File: src/rtl/uart_cmd_loader_pkg.sv
// Shared definitions for the UART command loader: host command codes and the
// decoder state encoding.
package uart_cmd_loader_pkg;

  localparam logic [7:0] CMD_LOAD  = 8'hFF;
  localparam logic [7:0] CMD_END   = 8'hFE;
  localparam logic [7:0] CMD_WRITE = 8'h7F;
  localparam logic [7:0] CMD_TX    = 8'h7E;

  typedef enum logic {
    IDLE = 1'b0,
    LOAD = 1'b1
  } state_e;

endpackage

File: src/rtl/uart_cmd_loader_if.sv
// Bus bundle between the UART receiver / pixel-config shifter side and the
// command loader.
//   master : drives rx_data, rx_valid, fifo_rd_en; observes everything else
//   slave  : the loader; receives bytes and pop requests, drives status/strobes
interface uart_cmd_loader_if #(
  parameter int ADDR_W = 4
);
  logic [7:0]      rx_data;
  logic            rx_valid;
  logic            fifo_rd_en;
  logic [7:0]      fifo_dout;
  logic            fifo_dvalid;
  logic            fifo_empty;
  logic            fifo_full;
  logic [ADDR_W:0] fifo_count;
  logic            loading;
  logic            write_start;
  logic            tx_start;
  logic            overflow;
  logic            bad_cmd;
  logic [7:0]      cmd;

  modport master (
    output rx_data, rx_valid, fifo_rd_en,
    input  fifo_dout, fifo_dvalid, fifo_empty, fifo_full, fifo_count,
           loading, write_start, tx_start, overflow, bad_cmd, cmd
  );

  modport slave (
    input  rx_data, rx_valid, fifo_rd_en,
    output fifo_dout, fifo_dvalid, fifo_empty, fifo_full, fifo_count,
           loading, write_start, tx_start, overflow, bad_cmd, cmd
  );
endinterface

File: src/rtl/uart_cmd_loader_sync_fifo.sv
// Synchronous byte FIFO with registered read data, drop-when-full and flush.
// Ports:
//   clk, rst_n          clock, synchronous active-low reset
//   flush               clears pointers/count; overrides push and pop
//   push, push_data     write request and byte
//   pop                 read request (ignored when empty)
//   dout, dvalid        popped byte and its one-cycle valid strobe
//   empty, full, count  occupancy status
//   drop                combinational: a push is being discarded because full
module sync_fifo #(
  parameter int DEPTH  = 16,
  parameter int ADDR_W = 4
) (
  input  logic            clk,
  input  logic            rst_n,
  input  logic            flush,
  input  logic            push,
  input  logic [7:0]      push_data,
  input  logic            pop,
  output logic [7:0]      dout,
  output logic            dvalid,
  output logic            empty,
  output logic            full,
  output logic [ADDR_W:0] count,
  output logic            drop
);

  localparam logic [ADDR_W:0] FULL_CNT = (ADDR_W + 1)'(DEPTH);

  logic [7:0]        mem_q [DEPTH];
  logic [ADDR_W-1:0] wr_ptr_q, wr_ptr_d;
  logic [ADDR_W-1:0] rd_ptr_q, rd_ptr_d;
  logic [ADDR_W:0]   count_q, count_d;
  logic [7:0]        dout_q, dout_d;
  logic              dvalid_q, dvalid_d;
  logic              do_push, do_pop;

  always_comb begin
    empty    = (count_q == '0);
    full     = (count_q == FULL_CNT);
    // Fullness is judged before any same-cycle pop, so a push into a full
    // FIFO is lost even when a pop frees a slot on the same edge.
    do_push  = push && !full && !flush;
    do_pop   = pop && !empty && !flush;
    drop     = push && full && !flush;

    wr_ptr_d = wr_ptr_q;
    rd_ptr_d = rd_ptr_q;
    count_d  = count_q;
    dout_d   = dout_q;
    dvalid_d = do_pop;

    if (flush) begin
      wr_ptr_d = '0;
      rd_ptr_d = '0;
      count_d  = '0;
    end else begin
      if (do_push) wr_ptr_d = wr_ptr_q + 1'b1;
      if (do_pop) begin
        rd_ptr_d = rd_ptr_q + 1'b1;
        dout_d   = mem_q[rd_ptr_q];
      end
      if (do_push && !do_pop) count_d = count_q + 1'b1;
      else if (do_pop && !do_push) count_d = count_q - 1'b1;
    end
  end

  always_ff @(posedge clk) begin
    if (!rst_n) begin
      wr_ptr_q <= '0;
      rd_ptr_q <= '0;
      count_q  <= '0;
      dout_q   <= '0;
      dvalid_q <= 1'b0;
    end else begin
      wr_ptr_q <= wr_ptr_d;
      rd_ptr_q <= rd_ptr_d;
      count_q  <= count_d;
      dout_q   <= dout_d;
      dvalid_q <= dvalid_d;
    end
  end

  // Storage needs no reset; occupancy is tracked by the pointers/count.
  always_ff @(posedge clk) begin
    if (do_push) mem_q[wr_ptr_q] <= push_data;
  end

  assign dout   = dout_q;
  assign dvalid = dvalid_q;
  assign count  = count_q;

endmodule

File: src/rtl/uart_cmd_loader.sv
// Host command decoder sitting behind the UART receiver. Decodes command
// bytes, buffers payload in a sync_fifo for the pixel-config shifter and
// issues single-cycle write/tx start strobes.
// Ports:
//   CLK    system clock
//   Reset  synchronous active-low reset
//   bus    uart_cmd_loader_if.slave: rx byte stream, FIFO read side, status
//
// state | meaning
// IDLE  | waiting for a command byte (FF load, 7F write, 7E tx)
// LOAD  | bytes are payload pushed to the FIFO until FE arrives
module uart_cmd_loader
  import uart_cmd_loader_pkg::*;
#(
  parameter int DEPTH  = 16,
  parameter int ADDR_W = 4
) (
  input  logic                CLK,
  input  logic                Reset,
  uart_cmd_loader_if.slave    bus
);

  state_e     state_q, state_d;
  logic [7:0] cmd_q, cmd_d;
  logic       write_start_q, write_start_d;
  logic       tx_start_q, tx_start_d;
  logic       bad_cmd_q, bad_cmd_d;
  logic       overflow_q, overflow_d;

  logic       fifo_flush;
  logic       fifo_push;
  logic       fifo_drop;

  sync_fifo #(
    .DEPTH  (DEPTH),
    .ADDR_W (ADDR_W)
  ) u_fifo (
    .clk       (CLK),
    .rst_n     (Reset),
    .flush     (fifo_flush),
    .push      (fifo_push),
    .push_data (bus.rx_data),
    .pop       (bus.fifo_rd_en),
    .dout      (bus.fifo_dout),
    .dvalid    (bus.fifo_dvalid),
    .empty     (bus.fifo_empty),
    .full      (bus.fifo_full),
    .count     (bus.fifo_count),
    .drop      (fifo_drop)
  );

  always_comb begin
    state_d       = state_q;
    cmd_d         = cmd_q;
    write_start_d = 1'b0;
    tx_start_d    = 1'b0;
    bad_cmd_d     = 1'b0;
    overflow_d    = overflow_q;
    fifo_flush    = 1'b0;
    fifo_push     = 1'b0;

    if (bus.rx_valid) begin
      unique case (state_q)
        IDLE: begin
          unique case (bus.rx_data)
            CMD_LOAD: begin
              fifo_flush = 1'b1;
              overflow_d = 1'b0;
              state_d    = LOAD;
              cmd_d      = CMD_LOAD;
            end
            CMD_WRITE: begin
              write_start_d = 1'b1;
              cmd_d         = CMD_WRITE;
            end
            CMD_TX: begin
              tx_start_d = 1'b1;
              cmd_d      = CMD_TX;
            end
            // FE outside a load is also unexpected.
            default: bad_cmd_d = 1'b1;
          endcase
        end
        LOAD: begin
          if (bus.rx_data == CMD_END) begin
            state_d = IDLE;
            cmd_d   = CMD_END;
          end else begin
            fifo_push = 1'b1;
          end
        end
        default: state_d = IDLE;
      endcase
    end

    if (fifo_drop) overflow_d = 1'b1;
  end

  always_ff @(posedge CLK) begin
    if (!Reset) begin
      state_q       <= IDLE;
      cmd_q         <= 8'h00;
      write_start_q <= 1'b0;
      tx_start_q    <= 1'b0;
      bad_cmd_q     <= 1'b0;
      overflow_q    <= 1'b0;
    end else begin
      state_q       <= state_d;
      cmd_q         <= cmd_d;
      write_start_q <= write_start_d;
      tx_start_q    <= tx_start_d;
      bad_cmd_q     <= bad_cmd_d;
      overflow_q    <= overflow_d;
    end
  end

  assign bus.loading     = (state_q == LOAD);
  assign bus.cmd         = cmd_q;
  assign bus.write_start = write_start_q;
  assign bus.tx_start    = tx_start_q;
  assign bus.bad_cmd     = bad_cmd_q;
  assign bus.overflow    = overflow_q;

endmodule

File: src/flat_wrapper.sv
// flat-port wrapper written by rule: the top's interface ports become plain ports
module uart_cmd_loader_flat import uart_cmd_loader_pkg::*;
#(
  parameter int DEPTH  = 16,
  parameter int ADDR_W = 4
)
  (CLK, Reset, bus_rx_data, bus_rx_valid, bus_fifo_rd_en, bus_fifo_dout, bus_fifo_dvalid, bus_fifo_empty, bus_fifo_full, bus_fifo_count, bus_loading, bus_write_start, bus_tx_start, bus_overflow, bus_bad_cmd, bus_cmd);
  uart_cmd_loader_if #(.ADDR_W(ADDR_W)) bus_i ();
  input  logic CLK;
  input  logic Reset;
  input wire logic [$bits(bus_i.rx_data)-1:0] bus_rx_data;
  input wire logic [$bits(bus_i.rx_valid)-1:0] bus_rx_valid;
  input wire logic [$bits(bus_i.fifo_rd_en)-1:0] bus_fifo_rd_en;
  output wire logic [$bits(bus_i.fifo_dout)-1:0] bus_fifo_dout;
  output wire logic [$bits(bus_i.fifo_dvalid)-1:0] bus_fifo_dvalid;
  output wire logic [$bits(bus_i.fifo_empty)-1:0] bus_fifo_empty;
  output wire logic [$bits(bus_i.fifo_full)-1:0] bus_fifo_full;
  output wire logic [$bits(bus_i.fifo_count)-1:0] bus_fifo_count;
  output wire logic [$bits(bus_i.loading)-1:0] bus_loading;
  output wire logic [$bits(bus_i.write_start)-1:0] bus_write_start;
  output wire logic [$bits(bus_i.tx_start)-1:0] bus_tx_start;
  output wire logic [$bits(bus_i.overflow)-1:0] bus_overflow;
  output wire logic [$bits(bus_i.bad_cmd)-1:0] bus_bad_cmd;
  output wire logic [$bits(bus_i.cmd)-1:0] bus_cmd;
  assign bus_i.rx_data = bus_rx_data;
  assign bus_i.rx_valid = bus_rx_valid;
  assign bus_i.fifo_rd_en = bus_fifo_rd_en;
  assign bus_fifo_dout = bus_i.fifo_dout;
  assign bus_fifo_dvalid = bus_i.fifo_dvalid;
  assign bus_fifo_empty = bus_i.fifo_empty;
  assign bus_fifo_full = bus_i.fifo_full;
  assign bus_fifo_count = bus_i.fifo_count;
  assign bus_loading = bus_i.loading;
  assign bus_write_start = bus_i.write_start;
  assign bus_tx_start = bus_i.tx_start;
  assign bus_overflow = bus_i.overflow;
  assign bus_bad_cmd = bus_i.bad_cmd;
  assign bus_cmd = bus_i.cmd;
  uart_cmd_loader #(.DEPTH(DEPTH), .ADDR_W(ADDR_W)) u_core (.CLK(CLK), .Reset(Reset), .bus(bus_i));
endmodule
File: config.mk
export PLATFORM = sky130hd
export DESIGN_NAME = uart_cmd_loader_flat
export DESIGN_NICKNAME = d
export VERILOG_FILES = /design/src/rtl/uart_cmd_loader_pkg.sv /design/src/rtl/uart_cmd_loader_if.sv /design/src/rtl/uart_cmd_loader_sync_fifo.sv /design/src/rtl/uart_cmd_loader.sv /design/src/flat_wrapper.sv
export SDC_FILE = /design/constraint.sdc
export NUM_CORES = 1
export LEC_CHECK = 0
export ABC_AREA = 0
export CAP_MARGIN = 0
export CORE_MARGIN = 5
export CORE_UTILIZATION = 40
export DETAILED_ROUTE_END_ITERATION = 7
export MAX_ROUTING_LAYER = met4
export SLEW_MARGIN = 5
export SYNTH_ARGS = -nofsm -noshare
export SYNTH_HDL_FRONTEND = slang
export SYNTH_SLANG_ARGS = --single-unit
File: constraint.sdc
create_clock -name CLK -period 4.6 [get_ports CLK]
set_clock_uncertainty 0.15 [all_clocks]
set_input_delay 0.92 -clock CLK [delete_from_list [all_inputs] [get_ports CLK]]
set_output_delay 0.92 -clock CLK [all_outputs]
set_load 0.1 [all_outputs]
## Word level (Yosys, flattened, before mapping)

Memories as Yosys holds them, arrays and structs flattened. A register that Yosys moved wholly into a read port is not among the register bits.
Index checks and enable logic that the tools add are counted.

| operators by class | value |
|---|---|
| reduce and logical (&&, ||, !) cells | 24 |
| bitwise gates (word level) | 4 |
| equal/unequal tests | 8 |
| $add $sub $neg | 4 |
| multiplexer cells | 21 |

Operators with widths:

| cell | count |
|---|---|
| case mux 8 bit (3 select lines) | 1 |
| equality test 8 x 7 -> 1 bit (second input constant) | 2 |
| equality test 8 bit (second input constant) | 2 |
| case mux 8 bit (2 select lines) | 1 |
| 2-to-1 mux 1 bit | 15 |
| 2-to-1 mux 5 bit | 2 |
| adder 4 x 1 -> 4 bit (second input constant) | 2 |
| logical AND 1 bit | 8 |
| 2-to-1 mux 8 bit | 1 |
| logical NOT 1 bit | 6 |
| AND reduction 3 bit | 2 |
| nonzero test 2 bit | 3 |
| OR reduction 3 bit | 2 |
| adder 5 x 1 -> 5 bit (second input constant) | 1 |
| equality test 5 bit (second input constant) | 1 |
| logical NOT 5 bit | 1 |
| subtractor 5 x 1 -> 5 bit (second input constant) | 1 |
| != test 2 bit (second input constant) | 2 |
| != test 4 bit (second input constant) | 1 |
| inverter 1 bit | 4 |
| case mux 1 bit (2 select lines) | 1 |
| AND reduction 2 bit | 1 |
| OR reduction 2 bit | 1 |

| word-level totals | value |
|---|---|
| output and inout port bits | 29 |
| logic and storage cells | 72 |
| memories kept | 1 |
| register bits after elaboration | 27 |
| memory bits (writable) | 128 |
| input port bits | 12 |

Memory list:

| memory | depth | width | rd ports | clocked after memory_dff | write ports | line | source |
|---|---|---|---|---|---|---|---|
| u_core.u_fifo.mem_q | 16 | 8 | 1 | 1 | 1 | uart_cmd_loader_sync_fifo.sv:30 | `logic [7:0] mem_q [DEPTH];` |

## Longest topological paths before layout

Gate-level depths: netlist of the first run.

| logic depth | value |
|---|---|
| depth in word-level cells | 10 |
| gate-level depth with buffers | 13 |
| mapped depth without buffers | 12 |

## Hierarchy

A second synthesis of the first run with hierarchy kept.

| second synthesis, totals | value |
|---|---|
| cells, all modules | 410 |
| area total of the unflattened synthesis | 6409.9 um2 |

By module, submodules not included:

| module | cells an instance | sequential area each (um2) | instances | area an instance (um2) |
|---|---|---|---|---|
| sync_fifo | 365 | 4284.1 | 1 | 6012.0 |
| uart_cmd_loader | 45 | 160.2 | 1 | 397.9 |

## Least setup slack after synthesis of the first run

Ideal clock, no wire load.

| path | value |
|---|---|
| path type | reg-to-output |
| from | register u_core.u_fifo.count_q[0] (netlist: u_core.u_fifo.count[0]) |
| to | output bus_fifo_empty |
| data required time | 3.530 ns |
| buffers on the path | 0 |
| arrival time | 2.643 ns |
| stages on the path, launching flop included | 3 |
| path slack | 0.887 ns |
| cell sequence | dfxtp_1 or4_1 nor2_1 |

| on the way | value |
|---|---|
| longest elaborated chain between the ends | 1 |

RTL lines:

| what | line | source |
|---|---|---|
| from (decl) | uart_cmd_loader_sync_fifo.sv:33 | `logic [ADDR_W:0] count_q, count_d;` |
| from (signal assigned) | uart_cmd_loader_sync_fifo.sv:78 | `count_q <= count_d;` |
| logical NOT 5 bit | uart_cmd_loader_sync_fifo.sv:39 | `empty = (count_q == '0);` |
| to (decl) | flat_wrapper.sv:16 | `output wire logic [$bits(bus_i.fifo_empty)-1:0] bus_fifo_empty;` |

Every way passes these cells.

## Final worst setup path of the first run

| path | value |
|---|---|
| from | input bus_rx_data[2] |
| to | register u_core.u_fifo.count_q[4] (netlist: u_core.u_fifo.count[4]) |

| on the way | value |
|---|---|
| longest elaborated chain between the ends | 9 |
| elaborated cells on any way between the ends | 19 |
| classes of those cells | 2 x eq/ne; 7 x mux; 10 x reduce/logical |

RTL lines:

| what | line | source |
|---|---|---|
| from (decl) | flat_wrapper.sv:11 | `input wire logic [$bits(bus_i.rx_data)-1:0] bus_rx_data;` |
| equality test 8 bit (on tied branches) | uart_cmd_loader.sv:65, uart_cmd_loader.sv:85 |  |
| 2-to-1 mux 1 bit (on tied branches) | uart_cmd_loader.sv:65, uart_cmd_loader.sv:85 |  |
| 2-to-1 mux 1 bit | uart_cmd_loader.sv:63 | `unique case (state_q)` |
| 2-to-1 mux 1 bit | uart_cmd_loader.sv:62 | `if (bus.rx_valid) begin` |
| logical NOT 1 bit or logical AND 1 bit (tied branches) | uart_cmd_loader_sync_fifo.sv:43, uart_cmd_loader_sync_fifo.sv:44 |  |
| logical AND 1 bit (on tied branches) | uart_cmd_loader_sync_fifo.sv:44, uart_cmd_loader_sync_fifo.sv:43 |  |
| logical NOT 1 bit (on tied branches) | uart_cmd_loader_sync_fifo.sv:63, uart_cmd_loader_sync_fifo.sv:64 |  |
| logical AND 1 bit (on tied branches) | uart_cmd_loader_sync_fifo.sv:63, uart_cmd_loader_sync_fifo.sv:64 |  |
| 2-to-1 mux 5 bit or nonzero test 2 bit (tied branches) | - |  |

Parallel ways exist; a longest one is shown, timed or not.
A chain may end at the register's enable or synchronous reset.

==> impl_summary.md, run 1 <==
Synth
Counting flops with a built-in enable in the synthesized netlist gives about 130. The number of warnings reported in the yosys synthesis log is 0. For this run, the leading register cell type out of synthesis is edfxtp_1. After technology mapping, the gate count stands at between 300 and 400. The synthesized netlist occupies a cell area of about 0.0063 mm². A synthesized cell averages 16.68 µm². The number of register bits inferred by synthesis is between 150 and 200. The sequential-to-total area share from yosys stat is a little over two thirds. In the post-synthesis netlist, the biggest area contributors are edfxtp_1, mux4_2, dfxtp_1. When the netlist entered floorplanning its net count stood at ~400. The count of different cell masters after synthesis is roughly 40. The largest area contributor in the synthesized netlist is edfxtp_1. Of all flip-flops after synthesis, the portion carrying an async set or reset was 0%. The share of synthesized area in the top cell type comes to 60.78%.

Cells and area
Cells fill around half of the core in the end. The most common cell after layout, fill and taps aside is edfxtp_1. Summing all non-filler instances in the final layout gives an area of about 0.0076 mm². Compared with the post-synthesis result, the final layout area differs by 20.58%.

The non-filler instance count after layout is roughly 670. The net count of the finished layout is about 460. Cells with a size suffix above 1 make up 20.53% of the layout. The library cells used most frequently in the layout, excluding fill and tap cells, are edfxtp_1, nor2_1, clkdlybuf4s50_1.

The number of antenna diodes in the final layout is 0.

Clock network
After clock tree synthesis, the repair step resized 0 gates. The clock-pin slew of the registers on the worst-case setup and hold paths is 0.06 ns. The hold buffer count at cts is 0. The number of CTS-inserted buffers is 17. The deepest level of the CTS H-tree is 4. The TritonCTS clock tree is yes. Post-CTS timing repair inserted 0 buffers for setup. The clock insertion delay at the later pin of the skew report is roughly 0.42 ns. The cell at the root of the clock tree is clkbuf_16.

Clock tree synthesis found a total of 158 sinks. The maximum clock path buffer count is 2.

Worst setup path
The largest single stage delay on the critical path is 0.56 ns. The type of destination of the critical path is a register. The critical path goes through clkdlybuf4s50_1 > nand4_1 > nor4_1 > nor2_1 > inv_1 > ha_1 > inv_1 > fa_1 > a21o_1 > a21oi_1 > xnor2_1 > or3_1 > a21oi_1. The cell with the biggest individual delay on the critical path is clkdlybuf4s50_1.

The type of the worst setup path is in -> reg. The required arrival time at the worst endpoint is about 4.8 ns. Data arrives at the worst endpoint at roughly 4 ns. The type of element launching the critical path is an input port.

The cell family with the largest share of critical-path delay is simple AND/OR/NAND/NOR gates. In this run the worst path has a maximum fanout of 4. Counting both buffers and inverters, the worst setup path holds a total of 3.

STA
Setup repair after global routing left no endpoint under its margin. The fmax is roughly 260 MHz. The minimum hold slack is around 0.32 ns.

The worst path in the final design needs a cycle of roughly 3.8 ns, including I/O delays and setup. The final-report hold violation count is 0. The actual slew at the worst max-slew pin is roughly 1.1 ns. The worst slew slack as a fraction of its limit is between 20% and 30%.

Of the available clock period, the critical path in the final layout requires a little over 80%. Setup violations remaining at the end of the flow were counted as 0. The number of pins exceeding their max-slew limit in the final report came to 0. In the final timing run, aggregate negative setup slack is 0 ns. The final worst setup slack is 0.8004 ns.

Detailed routing
The number of detailed-route iterations in the first pass is 4. The number of antenna-violating nets in the routed design is 0. After detailed routing, the number of remaining DRC violations is 0. In the routed layout, each cell is associated on average with a via count of a little over 5. For this block, the initial DRC count from the detailed router was about 230. The number of vias after detailed routing is between 3000 and 4000.

Wires add up to ~13000 µm. The detailed-route wire length per cell is 19.71 µm.

Die
The number of ports placed on the die boundary is 41. The effective utilization at floorplan is slightly above 40%. The area enclosed by the die boundary is ~0.018 mm².

The total core area is 0.01571 mm². After floorplanning, the core was divided into 46 placement rows. The horizontal extent of the die is about 140 µm.

The height of the chip is between 100 and 150 µm.

Placed design
The wire-length estimate of the detail-placed layout is roughly 8800 µm. Once placement finished, the instance area stood at a little over 0.007 mm². The pre-CTS setup slack is between 0.4 and 0.5 ns. Buffers placed on the I/O ports in this run total 40.

The final RePlAce weighted congestion is a little over 0.8. The number of placed instances, taps included is between 600 and 700.

Pwr
The leakage power summed over all cells is approximately 2.5 nW. The design draws 3.945 mW. Dividing total power by cell area gives a power density of just over 500 mW/mm². IR analysis of the VDD net gives a maximum drop of around 0.30 mV.

Run
Max-cap violations in this run came to 0.

GRT
Summed over all layers, the global routing overflow is 0. The first global-routing pass estimated 20510 µm of wire. Global routing consumed, over all layers together, between 10% and 20% of the routing resources. The number of global-route vias before repair came to ~3500. The initial antenna violation count was 0.

Entering global routing, the biggest net connects 23 pins.

Worst hold path
The tightest min-delay check is of the reg -> reg type.

Outcome
The run finished with clean final reports.
area by class of cell:
cell class                 instances  area [µm²]
clock inverter                    10       72.57
clock buffer                      22       506.7
sequential                       158        4446
inverter                           7       26.28
timing repair buffer              66       595.6
multi-input combinational        190        1708
fill                            1330        8088
tap                              216       270.3
Yosys cell counts (all sizes together) (3+ instances only):
| cell type | count |
|---|---|
| nor3 | 5 |
| o22ai | 8 |
| nand2 | 20 |
| nor2b | 5 |
| buf | 19 |
| clkbuf | 5 |
| xor2 | 4 |
| a22o | 16 |
| mux4 | 32 |
| a21oi | 9 |
| xnor2 | 7 |
| inv | 7 |
| dfxtp | 30 |
| nor2 | 41 |
| ha | 9 |
| nand3 | 4 |
| o21ai | 4 |
| edfxtp | 128 |
| nand2b | 4 |
| mux2i | 3 |
power breakdown:
part	switching [mW]	internal, mW	leakage, nW
combinational	0.635	0.309	0.842
clock	0.553	0.787	0.289
sequential	0.0698	1.59	1.39
worst register-to-register path, cell delays in order, from the launching register on:
cell,delay [ns]
dfxtp_1,0.38
or4_1,0.58
o21ai_2,0.26
nor2_1,0.12
inv_1,0.07
ha_1,0.17
inv_1,0.10
fa_1,0.42
a21o_1,0.20
a21oi_1,0.17
xnor2_1,0.09
or3_1,0.30
a21oi_1,0.13
per-layer routing:
| layer | vias up | track usage (%) | share of wire, % |
|---|---|---|---|
| met2 | 68 | 23.70 | 49 |
| li1 | 1589 | - | - |
| met4 | 0 | 5.319 | 1.6 |
| met3 | 19 | 3.566 | 3.7 |
| met1 | 1761 | 21.35 | 46 |
| met5 | - | - | 0 |
sequential cells by signal, summed over array words and instances (netlist names):
signal	cells
u_core.bus.write_start	1
u_core.u_fifo.count	5
u_core.u_fifo.dvalid	1
u_core.u_fifo.wr_ptr_q	4
u_core.bus.tx_start	1
u_core.bus.overflow	1
u_core.bus.bad_cmd	1
u_core.bus.cmd	3
u_core.u_fifo.rd_ptr_q	4
u_core.u_fifo.mem_q	128
u_core.u_fifo.dout	8
u_core.bus.loading	1
cell families (layout without fill, tap and decap cells):
group,Yosys count,in the layout,share of synthesized area (%)
AO/OA/AOI/OAI,45,45,5.184
XOR/XNOR,11,11,1.524
adder cells (fa/ha/maj),10,10,2.097
buffers and inverters,31,105,2.711
flip-flops,158,158,70.28
multiplexers,35,35,11.87
AND/OR/NAND/NOR,89,89,6.332
path summary, 6_finish.rpt:
check | startpoint | end | slack, ns | cells after the start
hold reg to reg | u_core.u_fifo.dout[0] | u_core.u_fifo.dout[0] | 0.32 | 2
setup / recovery | bus_rx_data[2] | u_core.u_fifo.count[4] | 0.80 | 13
hold / removal | u_core.u_fifo.dout[0] | u_core.u_fifo.dout[0] | 0.32 | 2
setup reg to reg | u_core.u_fifo.count[0] | u_core.u_fifo.count[4] | 1.37 | 12
(Power assumes the default switching activity.)
==> run 2, diff against run 1 <==
- clock period: 4.6 -> 3.9 ns (I/O delays scaled with it)
==> impl_summary.md, run 2 (synthesis gave the netlist of run 1 again) <==
Worst setup path
The cell with the biggest individual delay on the critical path is clkdlybuf4s50_1 (unchanged). The worst reg-to-reg setup slack is 0.76 ns (was 1.37 ns). Worst path cell trace: clkdlybuf4s50_1 > nand4_1 > nor4_1 > nor2_1 > inv_1 > ha_1 > inv_1 > fa_1 > a21o_1 > a21oi_1 > xnor2_1 > or3_1 > a21oi_1 (unchanged). The largest fanout on the critical path is 3 (was 4).

The cell family with the largest share of critical-path delay is simple AND/OR/NAND/NOR gates (unchanged). The type of destination of the critical path is a register (unchanged). The maximum single-stage delay on the critical path is 0.57 ns (was 0.56 ns).

The data arrival time at the worst-slack endpoint is 3.74 ns (was 4.00 ns). The type of element launching the critical path is an input port (unchanged). The required arrival time at the worst endpoint is 4.10 ns (was 4.80 ns). The count of buffering cells on the critical path with inverters included was 3 (unchanged). The type of the worst setup path is in -> reg (unchanged).

Clock network
The hold buffer count at cts came to 0 (unchanged). The post-CTS setup buffer count is 0 (unchanged). The number of CTS-inserted buffers is 17 (unchanged). The total number of clock tree sinks was 158 (unchanged). The deepest level of the CTS H-tree was 4 (unchanged). The clock-pin slew of the registers on the worst-case setup and hold paths is 0.06 ns (about the same). The TritonCTS clock tree is yes (unchanged).

The clock insertion delay at the later pin of the skew report was 0.42 ns (about the same). The number of gates resized after cts came to 0 (unchanged). The maximum clock path buffer count came to 2 (unchanged). The cell at the root of the clock tree is clkbuf_16 (unchanged).

Pwr
The net switching power of the design is 1.485 mW (was 1.259 mW). The switching share of power came to 30.90% (was 31.90%). The relative contribution of combinational cells to total power is 23.7% (was 23.9%). The internal power is 3.321 mW (was 2.686 mW). The leakage power summed over all cells is 2.530 nW (was 2.526 nW).

The sequential fraction of design power is 40.5% (was 42.1%). The part of the total power dissipated in the clock network is 35.9% (was 34.0%). The worst IR drop on VDD is 0.3310 mV (was 0.3021 mV). The areal power density over the cells came to 627.6 mW/mm² (was 517.4 mW/mm²).

Cells and area
The post-route cell area was 0.007659 mm² (was 0.007625 mm²). The most common cell after layout, fill and taps aside is edfxtp_1 (unchanged). The area growth from synthesis to layout is 21.11% (was 20.58%).

The number of antenna cells inserted came to 0 (unchanged). The number of flip-flops in the largest register is 128 (unchanged). The net count of the finished layout is 462 (unchanged).

Highest-count cells in the layout ignoring fill and taps: edfxtp_1, nor2_1, clkdlybuf4s50_1 (unchanged). The register containing the most flip-flops in the final layout is u_core.u_fifo.mem_q (unchanged). The non-filler instance count after layout was 669 (unchanged). The share of layout cells above drive strength 1 came to 20.31% (was 20.53%).

Detailed routing
The top routing layer in use is met4 (unchanged). The detailed-route DRC error count is 0 (unchanged). The detailed-route wire length per cell came to 18.77 µm (was 19.71 µm). The number of DRC markers after the initial detailed-route iteration is 252 (was 231). The total length of routed met3 wires is 464 µm (was 492 µm). The number of vias after detailed routing came to 3337 (was 3437). The routed wire length on met2 was 5912 µm (was 6405 µm). The aggregate routed wire length is 12560 µm (was 13180 µm). The number of antenna-violating nets in the routed design is 0 (unchanged). The via-per-instance ratio is 4.988 (was 5.138).

The number of detailed-route iterations in the first pass is 4 (unchanged). The met1 wire length is 5996 µm (was 6079 µm).

Outcome
Outcome: finished, final reports clean (unchanged).

Die
The area enclosed by the die boundary is 0.01842 mm² (unchanged). The horizontal extent of the die is 135.7 µm (unchanged). The number of ports placed on the die boundary was 41 (unchanged). The total core area is 0.01571 mm² (unchanged).

The height of the chip came to 135.7 µm (unchanged). The row count is 46 (unchanged). The effective utilization at floorplan came to 40.25% (unchanged).

Worst hold path
The type of the tightest min-delay check is reg -> reg (unchanged).

GRT
The total global routing track utilization is 15.09% (was 15.75%). The aggregate global routing overflow is 0 (unchanged). The largest net degree at the start of global routing is 35 (was 23). The number of global-route vias before repair is 3297 (was 3481).

The initial antenna violation count was 0 (unchanged). The first-pass GRT wire length is 19740 µm (was 20510 µm).

Run
The reported max-cap violation count is 0 (unchanged).

Placed design
The placed wire-length estimate after detailed placement was 8404 µm (was 8838 µm). The final RePlAce weighted congestion is 0.7431 (was 0.8082). The port buffer count is 40 (unchanged). The area after detailed placement was 0.007041 mm² (was 0.007046 mm²). The number of placed instances, taps included is 637 (unchanged).

STA
Setup repair after global routing missed its margin: false (unchanged). The worst slew slack as a fraction of its limit is 19.51% (was 28.32%). The actual slew at the worst max-slew pin is 1.198 ns (was 1.074 ns). The fmax is around 280 MHz.

The final-report hold violation count is 0 (unchanged). The final critical path takes up between 90% and 100% of the cycle. The clock period minus final worst setup slack is 3.540 ns. The final setup violation count is 0 (unchanged). The number of pins exceeding their max-slew limit in the final report came to 0 (unchanged).
-- run 2: cell types whose count changed in the layout (fill, tap and decap cells not counted), sizes merged --
cell	before	now
clkbuf	22	17
buf	26	28
clkinv	5	6
inv	11	10
bufinv	0	4
clkdlybuf4s50	40	38
clkinvlp	1	2
-- run 2: per-layer routing --
layer	up-vias	GRT usage, %
met5	-	-
met4	0	5.207
met3	15	3.603
met2	68	21.96
met1	1666	20.97
li1	1588	-
-- run 2: power by group through the flow --
stage	clock, mW	combinational [mW]	sequential (mW)
after detailed placement	0	1.15	1.98
after CTS	1.76	1.15	1.95
after global routing	1.84	1.20	1.96
after global placement	0	1.13	1.98
after floorplan	0	0.556	2.29
final	1.72	1.14	1.94
-- run 2: path summary, 6_finish.rpt --
check,depth (start not counted),from,endpoint
setup / recovery,13,bus_rx_data[2],u_core.u_fifo.count[4]
setup reg to reg,12,u_core.u_fifo.count[0],u_core.u_fifo.count[4]
hold / removal,2,u_core.bus.overflow,u_core.bus.overflow
hold reg to reg,2,u_core.bus.overflow,u_core.bus.overflow
-- run 2: area by class of cell --
class                   instances  area, µm²
fillers                      1295       8054
inverters                       7      26.28
repair buffers                 66      590.6
clock inverters                15      192.7
flip-flops and latches        158       4446
well taps                     216      270.3
clock buffers                  17      425.4
multi-input cells             190       1708
-- run 2: worst register-to-register path: cells and delay by family, from the launching register on --
family,cells,cell delay [ns]
compound gates,4,0.75
flops,1,0.38
buf+inv,2,0.15
xor+xnor,1,0.09
simple gates,3,0.99
fa+ha+maj,2,0.54
-- run 2: stage by stage --
stage / util, % / setup TNS (ns) / power [mW] / setup WS [ns] / hold slack, ns
after floorplan: - / 0 / 2.850 / 0.3170 / 0.3831
after global placement: 44.81 / 0 / 3.110 / 0.06072 / 0.3039
after global routing: 48.74 / 0 / 4.999 / 0.1963 / 0.3489
after detailed placement: 44.81 / -0.07664 / 3.128 / -0.07664 / 0.3100
final: 48.74 / 0 / 4.807 / 0.3597 / 0.3173
after CTS: 48.74 / 0 / 4.850 / 0.3593 / 0.3214
==> run 3, diff against run 2 <==
- SETUP_SLACK_MARGIN: unset -> 0.02
==> results of run 3 <==
The final DEF is identical to that of run 2; final timing and power are the same.
